### src/rtl/mem_store_rmw_pkg.sv
// Shared definitions for the store read-modify-write path: size codes,
// FSM states and small decode helpers.
package mem_store_rmw_pkg;

   localparam logic [1:0] SZ_WORD = 2'b00;
   localparam logic [1:0] SZ_HALF = 2'b01;
   localparam logic [1:0] SZ_BYTE = 2'b10;

   typedef enum logic [2:0] {
      IDLE  = 3'd0,
      READ  = 3'd1,
      WAIT  = 3'd2,
      WRITE = 3'd3,
      FIN   = 3'd4
   } state_t;

   // Size code 2'b11 behaves as a full-word store.
   function automatic logic [1:0] norm_size(input logic [1:0] s);
      return (s == 2'b11) ? SZ_WORD : s;
   endfunction

   function automatic logic misaligned(input logic [1:0] s, input logic [1:0] lo);
      return ((s == SZ_HALF) && lo[0]) || ((s == SZ_WORD) && (lo != 2'b00));
   endfunction

endpackage

### src/rtl/mem_store_rmw_store_lane_merge.sv
// Combinational little-endian lane merge: inserts a word, half or byte
// into an old memory word at the lanes selected by the low address bits.
module store_lane_merge
   import mem_store_rmw_pkg::*;
(
   input  logic [31:0] old_word,
   input  logic [31:0] wdata,
   input  logic [1:0]  size,
   input  logic [1:0]  lo,
   output logic [31:0] merged_c
);

   always_comb begin
      merged_c = old_word;
      case (size)
         SZ_HALF: begin
            if (lo[1]) merged_c[31:16] = wdata[15:0];
            else       merged_c[15:0]  = wdata[15:0];
         end
         SZ_BYTE: merged_c[{lo, 3'b000} +: 8] = wdata[7:0];
         default: merged_c = wdata;
      endcase
   end

endmodule

### src/rtl/mem_store_rmw.sv
// Store stage: full words are written directly, halves/bytes go through a
// read-modify-write. Optional misalignment trap: MEM_STORE_MISALIGN_CHECK_EN.
module mem_store_rmw
   import mem_store_rmw_pkg::*;
#(
   parameter int unsigned READ_LAT = 1,
   parameter int unsigned ADDR_W   = 32
) (
   input  logic              clk,
   input  logic              reset_n,
   input  logic              start,
   input  logic [1:0]        store_size,
   input  logic [ADDR_W-1:0] addr,
   input  logic [31:0]       wdata,
   input  logic [31:0]       mem_rdata,
   output logic [ADDR_W-1:0] mem_addr,
   output logic [31:0]       mem_wdata,
   output logic              mem_wr,
   output logic              busy,
   output logic              done,
   output logic              err
);

   localparam int unsigned CNT_W = 2;

   state_t            state_q, state_d;
   logic [1:0]        size_q, size_d;
   logic [1:0]        lo_q, lo_d;
   logic [31:0]       wdata_q, wdata_d;
   logic [CNT_W-1:0]  cnt_q, cnt_d;
   logic [ADDR_W-1:0] mem_addr_d;
   logic [31:0]       mem_wdata_d;
   logic [31:0]       merged_c;
   logic              mis_c;

`ifdef MEM_STORE_MISALIGN_CHECK_EN
   assign mis_c = misaligned(norm_size(store_size), addr[1:0]);

   // err is only ever high alongside the done pulse of a trapped request.
   always_ff @(posedge clk or negedge reset_n) begin
      if (!reset_n) err <= 1'b0;
      else          err <= (state_q == IDLE) && start && mis_c;
   end
`else
   assign mis_c = 1'b0;
   assign err   = 1'b0;
`endif

   store_lane_merge u_merge (
      .old_word (mem_rdata),
      .wdata    (wdata_q),
      .size     (size_q),
      .lo       (lo_q),
      .merged_c (merged_c)
   );

   // Next state and next register contents.
   always_comb begin
      state_d     = state_q;
      size_d      = size_q;
      lo_d        = lo_q;
      wdata_d     = wdata_q;
      cnt_d       = cnt_q;
      mem_addr_d  = mem_addr;
      mem_wdata_d = mem_wdata;
      case (state_q)
         IDLE: begin
            if (start) begin
               size_d     = norm_size(store_size);
               lo_d       = addr[1:0];
               wdata_d    = wdata;
               mem_addr_d = {addr[ADDR_W-1:2], 2'b00};
               if (mis_c) begin
                  state_d = FIN;
               end else if (norm_size(store_size) == SZ_WORD) begin
                  mem_wdata_d = wdata;
                  state_d     = WRITE;
               end else begin
                  state_d = READ;
               end
            end
         end
         READ: begin
            cnt_d   = CNT_W'(READ_LAT - 1);
            state_d = WAIT;
         end
         WAIT: begin
            // Merge straight off the read data so mem_wdata is ready in WRITE.
            if (cnt_q == '0) begin
               mem_wdata_d = merged_c;
               state_d     = WRITE;
            end else begin
               cnt_d = cnt_q - CNT_W'(1);
            end
         end
         WRITE:   state_d = FIN;
         FIN:     state_d = IDLE;
         default: state_d = IDLE;
      endcase
   end

   always_ff @(posedge clk or negedge reset_n) begin
      if (!reset_n) begin
         state_q   <= IDLE;
         size_q    <= SZ_WORD;
         lo_q      <= 2'b00;
         wdata_q   <= '0;
         cnt_q     <= '0;
         mem_addr  <= '0;
         mem_wdata <= '0;
         mem_wr    <= 1'b0;
         busy      <= 1'b0;
         done      <= 1'b0;
      end else begin
         state_q   <= state_d;
         size_q    <= size_d;
         lo_q      <= lo_d;
         wdata_q   <= wdata_d;
         cnt_q     <= cnt_d;
         mem_addr  <= mem_addr_d;
         mem_wdata <= mem_wdata_d;
         mem_wr    <= (state_d == WRITE);
         busy      <= (state_d == READ) || (state_d == WAIT) || (state_d == WRITE);
         done      <= (state_d == FIN);
      end
   end

endmodule

### config.mk
export PLATFORM = sky130hd
export DESIGN_NAME = mem_store_rmw
export DESIGN_NICKNAME = d
export VERILOG_FILES = /design/src/rtl/mem_store_rmw_pkg.sv /design/src/rtl/mem_store_rmw_store_lane_merge.sv /design/src/rtl/mem_store_rmw.sv
export SDC_FILE = /design/constraint.sdc
export NUM_CORES = 1
export LEC_CHECK = 0
export BUFFER_PORTS_ARGS = -buffer_cell sky130_fd_sc_hd__buf_2
export CORE_ASPECT_RATIO = 2
export CORE_MARGIN = 3
export CORE_UTILIZATION = 55
export CTS_BUF_LIST = sky130_fd_sc_hd__clkbuf_8 sky130_fd_sc_hd__clkbuf_16
export DETAILED_ROUTE_END_ITERATION = 12
export HOLD_SLACK_MARGIN = 0.02
export PLACE_DENSITY_LB_ADDON = 0.1
export SYNTH_ARGS = -nofsm -noshare
export SYNTH_HDL_FRONTEND = slang
export SYNTH_SLANG_ARGS = --single-unit
### constraint.sdc
create_clock -name clk -period 6.4 [get_ports clk]
set_clock_uncertainty 0.15 [all_clocks]
set_input_delay 0.32 -clock clk [delete_from_list [all_inputs] [get_ports clk]]
set_output_delay 0.32 -clock clk [all_outputs]
set_load 0.05 [all_outputs]
==> results.sh, run 1 <==
export IMPL_status="finished clean"
export IMPL_pin_count=169
export IMPL_endpoint_kind="flip-flop"
export IMPL_place_congestion=0.925
export IMPL_post_route_period_util_pct=46.1
export IMPL_cts_tree="yes"
export IMPL_ys_top_cells_by_count="dfrtp_1, mux2_2, o21ai_0"
export IMPL_first_pass_iters=4
export IMPL_worstPathRequired_ps=6490
export IMPL_fin_nets=716
export IMPL_startpoint_type="flip-flop"
export IMPL_area_growth_pct=20.1
export IMPL_ys_flop_type="dfrtp_1"
export IMPL_busiest_layer="met2"
export IMPL_worstHoldEndpoint="mem_addr[4]"
export IMPL_grt_pass1_wl_mm=23.7
export IMPL_setup_viol=0
export IMPL_max_freq_mhz=339
export IMPL_yosysSeqAreaShare_pct=49.3
export IMPL_synth_seq_cells=106
export IMPL_worstSkewPairLatency_ps=340
export IMPL_viasPerCell=5.88
export IMPL_grt_usage_pct=27.1
export IMPL_yosys_warnings=0
export IMPL_syn_mean_instance_area_um2=11.7
export IMPL_synthCells=458
export IMPL_synth_area_leader_cell="dfrtp_1"
export IMPL_cts_buffers=9
export IMPL_async_reset_ff_share_pct=100
export IMPL_min_from="addr[4]"
export IMPL_cts_sinks=106
export IMPL_vias=4351
export IMPL_met2_usage_pct=50.6
export IMPL_antenna_found_initial=0
export IMPL_synth_area_leaders="dfrtp_1, mux2_2, a221o_1"
export IMPL_dieArea_um2=11100
export IMPL_grtUsageMet3_pct=4.52
export IMPL_port_buffers=165
export IMPL_dieWidth_um=75.9
export IMPL_cts_root_buffer="clkbuf_16"
export IMPL_wl_per_cell_um=19.8
export IMPL_cp_max_fo=21
export IMPL_r2r_start="lo_q[1]"
export IMPL_ctsHtreeMaxLevel=3
export IMPL_worstRegToRegCells=6
export IMPL_post_cts_buffers=0
export IMPL_core_area_um2=9450
export IMPL_crit_type="reg -> reg"
export IMPL_cap_violations=0
export IMPL_drtIter0Drc=296
export IMPL_grt_max_degree=69
export IMPL_drive_gt1_share_pct=44.1
export IMPL_worst_slew_pin_transition_ps=1050
export IMPL_drc=0
export IMPL_slew_viol_final=0
export IMPL_grtUsageMet1_pct=28.7
export IMPL_syn_cell_area_um2=5380
export IMPL_period_needed_ps=2950
export IMPL_slew_headroom_pct=29.7
export IMPL_synth_cell_types=49
export IMPL_antenna_cells=0
export IMPL_synth_edff_count=0
export IMPL_postRouteAntennaNets=0
export IMPL_synth_most_common_cell="dfrtp_1"
export IMPL_std_cell_rows=50
export IMPL_min_path_type="in -> reg"
export IMPL_grt_overflow=0
export IMPL_hold_depth=2
export IMPL_reg2reg_to="mem_wdata[22]"
export IMPL_tns_ps=0
export IMPL_cts_resized=0
export IMPL_start_util_pct=56.9
export IMPL_nFillCells=756
export IMPL_die_h_um=146
export IMPL_grt_pass1_vias=4802
export IMPL_cts_path_max_buffers=2
export IMPL_cts_hold_buf=1
export IMPL_hold_viol=0
export IMPL_yosysTopAreaCellShare_pct=49.3
export IMPL_drt_wl_total_mm=14.6
export IMPL_arrival_ps=3040
export IMPL_clkSlewWorstSetupHoldPaths_ps=80
export IMPL_rsz0062_at_grt="false"
export IMPL_rrSetupSlack_ps=3450
export IMPL_dpl_hpwl_mm=10.8
-- routing by layer --
metal | part of all wire [%] | wire (um) | vias to the layer above
met5 | 0 | 0 | -
met4 | 4.1 | 601 | 0
met3 | 5.9 | 862 | 41
met2 | 55 | 8080 | 174
met1 | 35 | 5080 | 2155
li1 | - | - | 1981
-- flip-flops by register name, indices dropped and copies added, names as in the netlist --
name,flops
size_q,2
mem_wdata,32
state_q,3
cnt_q,2
mem_addr,30
done,1
wdata_q,32
mem_wr,1
lo_q,2
busy,1
-- worst max path at each step --
stage	start	endpoint	cells after the start	slack, ps
finish	lo_q[1]	mem_wdata[22]	6	3450
detailed placement	lo_q[1]	mem_wdata[22]	6	3510
global route	lo_q[1]	mem_wdata[23]	6	3280
CTS	lo_q[1]	mem_wdata[22]	6	3500
floorplan	lo_q[1]	mem_wdata[16]	8	4270
global placement	lo_q[1]	mem_wdata[22]	6	3640
-- layout make-up --
class	instances	area (um2)	share of cell area [%]
sequential	106	2650	41.1
inverter	13	61.3	0.949
clock inverter	7	65.1	1.01
clock buffer	9	225	3.49
tap	130	163	2.52
timing repair buffer	170	868	13.4
multi-input combinational	305	2420	37.5
-- cells by family after synthesis --
| family | count (synthesis) | synth area share, % |
|---|---|---|
| buffers and inverters | 49 | 5.89 |
| AOI/OAI and AO/OA | 127 | 15.7 |
| muxes | 94 | 19.3 |
| adders and majority gates | 10 | 2.33 |
| DFF | 106 | 49.3 |
| other | 1 | 0.0697 |
| and+or+nand+nor | 71 | 7.40 |
-- through the flow --
stage	cells	hold WS (ps)	setup WS, ps	area (um2)	utilization, %
floorplan	460	-126	4270	5390	-
global placement	723	172	3640	6160	65.2
detailed placement	723	172	3510	6160	65.2
CTS	740	44.3	3500	6460	68.4
global route	740	43.4	3280	6460	68.4
finish	740	48.2	3450	6460	68.4
-- worst max-delay path: stages (launching register included) --
cell and delay [ps]:
dfrtp_1 860, inv_1 200, ha_1 260, nand2b_1 180
nor4_2 760, a21oi_1 170, o31ai_1 270
-- cells in the final DEF (no fill, tap or decap), drive strengths merged, types with 2 or more instances in the layout --
cell,Yosys,layout
and2,17,17
a22oi,8,8
clkinv,1,4
nand3b,2,2
inv,12,14
ha,10,10
o31ai,8,8
nand2b,4,4
nor2,10,10
clkbuf,7,9
o211ai,8,8
nor2b,2,2
a211oi,2,2
mux2i,16,16
a21oi,26,26
nand2,18,18
o22ai,8,8
conb,1,3
mux2,78,78
o21ai,39,39
buf,29,169
a221oi,8,8
nand3,8,8
clkinvlp,0,2
dfrtp,106,106
a221o,16,16
Power of run 1 is left out: the tool's default activity adds up to more than one toggle a clock period on the data nets, which glitch-free logic cannot reach.
==> run 2, diff against run 1 <==
--- a/config.mk
+++ b/config.mk
@@ -8,7 +8,7 @@
 export BUFFER_PORTS_ARGS = -buffer_cell sky130_fd_sc_hd__buf_2
 export CORE_ASPECT_RATIO = 2
 export CORE_MARGIN = 3
-export CORE_UTILIZATION = 55
+export CORE_UTILIZATION = 47
 export CTS_BUF_LIST = sky130_fd_sc_hd__clkbuf_8 sky130_fd_sc_hd__clkbuf_16
 export DETAILED_ROUTE_END_ITERATION = 12
 export HOLD_SLACK_MARGIN = 0.02
==> constraint.sdc (replaced) <==
create_clock -name clk -period 2.7 [get_ports clk]
set_clock_uncertainty 0.15 [all_clocks]
set_input_delay 0.135 -clock clk [delete_from_list [all_inputs] [get_ports clk]]
set_output_delay 0.135 -clock clk [all_outputs]
set_load 0.05 [all_outputs]
==> results.sh, run 2 (synthesized netlist as in run 1, its figures left out) <==
export IMPL_dpl_hpwl_mm=10.8
export IMPL_drive_gt1_share_pct=39.8
export IMPL_std_cell_rows=54
export IMPL_cp_max_fo=8
export IMPL_pin_count=169
export IMPL_final_common_cell="buf_2"
export IMPL_endpoint_kind="flip-flop"
export IMPL_cp_top_family="compound AO/OA/AOI/OAI gates"
export IMPL_status="finished clean"
export IMPL_post_cts_buffers=0
export IMPL_cts_sinks=106
export IMPL_dieArea_um2=12800
export IMPL_leakagePower_nw=3.33
export IMPL_peakVddDrop_v=0.00125
export IMPL_cts_resized=0
export IMPL_slew_viol_final=0
export IMPL_dieWidth_um=81.6
export IMPL_worst_path_buf_inv=1
export IMPL_path_cells="inv_1 -> ha_1 -> nand3b_1 -> o311ai_2 -> a221oi_1 -> o21ai_1"
export IMPL_start_util_pct=48.8
export IMPL_min_from="mem_rdata[14]"
export IMPL_worstSkewPairLatency_ps=350
export IMPL_dpl_cell_area_um2=6270
export IMPL_cts_path_max_buffers=2
export IMPL_rrSetupSlack_ps=370
export IMPL_reg_top3="mem_wdata: 32 flops, wdata_q: 32 flops, mem_addr: 30 flops"
export IMPL_period_needed_ps=2330
export IMPL_hold_depth=3
export IMPL_dp_slack_ps=402
export IMPL_post_route_period_util_pct=86.2
export IMPL_p_clk_share_pct=13.0
export IMPL_dp_cells=743
export IMPL_cts_tree="yes"
export IMPL_slowest_stage="o311ai_2"
export IMPL_place_congestion=0.827
export IMPL_grt_usage_pct=25.0
export IMPL_antenna_found_initial=0
export IMPL_grt_overflow=0
export IMPL_startpoint_type="flip-flop"
export IMPL_core_area_um2=11000
export IMPL_tns_ps=0
export IMPL_min_path_type="in -> reg"
export IMPL_wl_per_cell_um=18.7
export IMPL_grt_max_degree=57
export IMPL_cp_num_cells=6
export IMPL_first_pass_iters=5
export IMPL_viasPerCell=5.49
export IMPL_combPwrFrac_pct=58.0
export IMPL_grt_pass1_wl_mm=24.7
export IMPL_worstPathRequired_ps=2820
export IMPL_p_int_mw=5.22
export IMPL_worstRegToRegCells=6
export IMPL_r2r_start="lo_q[0]"
export IMPL_port_buffers=165
export IMPL_rsz0062_at_grt="false"
export IMPL_switching_share_pct=49.6
export IMPL_total_power_mw=10.4
export IMPL_reg2reg_to="mem_wdata[1]"
export IMPL_drc=0
export IMPL_drt_wl_total_mm=15.8
export IMPL_drtIter0Drc=206
export IMPL_slew_headroom_pct=50.5
export IMPL_finalHoldWorstSlack_ps=41.3
export IMPL_cts_buffers=9
export IMPL_max_freq_mhz=430
export IMPL_grt_pass1_vias=5042
export IMPL_hold_viol=0
export IMPL_postRouteAntennaNets=0
export IMPL_die_h_um=157
export IMPL_cap_violations=0
export IMPL_fin_area_um2=7400
export IMPL_cts_hold_buf=82
export IMPL_fin_nets=807
export IMPL_vias=4619
export IMPL_seqPwrFrac_pct=29.1
export IMPL_slowest_delay_ps=590
export IMPL_setup_viol=0
export IMPL_clkSlewWorstSetupHoldPaths_ps=70
export IMPL_cts_root_buffer="clkbuf_16"
export IMPL_crit_type="reg -> reg"
export IMPL_final_cell_mix="buf_2, dfrtp_1, dlygate4sd3_1, mux2_2, o21ai_0"
export IMPL_worstHoldEndpoint="mem_wdata[14]"
export IMPL_power_density_nw_per_um2=1400
export IMPL_worst_slew_pin_transition_ps=743
export IMPL_fin_cells=842
export IMPL_arrival_ps=2450
export IMPL_area_growth_pct=37.5
export IMPL_final_setup_worst_slack_ps=374
export IMPL_ctsHtreeMaxLevel=3
export IMPL_final_util_pct=67.2
export IMPL_p_switching_mw=5.13
-- run 2: power by group through the flow --
stage	clock (mW)	sequential, mW	combinational, mW
floorplan	0	4.54	3.00
global placement	0	2.98	5.82
detailed placement	0	3.02	5.93
CTS	1.37	3.00	6.04
global route	1.42	3.10	6.43
finish	1.34	3.01	6.01
-- run 2: layout make-up --
class	instances	area, um2
fillers	850	3620
inverters	13	61.3
flip-flops and latches	106	2650
clock inverters	7	77.6
diodes	1	2.50
repair buffers	261	1780
clock buffers	9	225
multi-input cells	305	2420
well taps	140	175
-- run 2: routing by layer --
layer	track usage, %	wire [um]	share of wire, %	vias to the layer above
met2	45.3	8410	53	189
met1	28.3	6090	39	2239
met3	4.52	812	5.1	30
li1	-	-	-	2161
met4	10.1	470	3.0	0
met5	0	0	0	-
-- run 2: how the worst max path moves through the flow --
stage               startpoint            end  slack, ps
finish                 lo_q[0]   mem_wdata[1]        370
floorplan              lo_q[1]  mem_wdata[20]        570
CTS                    lo_q[0]   mem_wdata[4]        380
global placement       lo_q[0]   mem_wdata[0]        500
detailed placement     lo_q[0]   mem_wdata[2]        400
global route           lo_q[0]   mem_wdata[1]        250
-- run 2: worst register-to-register path, delay by kind of cell (launching register included) --
| kind | cells | cell delay, ps |
|---|---|---|
| buf+inv | 1 | 140 |
| fa+ha+maj | 1 | 360 |
| flops | 1 | 470 |
| compound gates | 3 | 960 |
| simple gates | 1 | 180 |
Note: power is estimated with default switching activity, not from simulation.
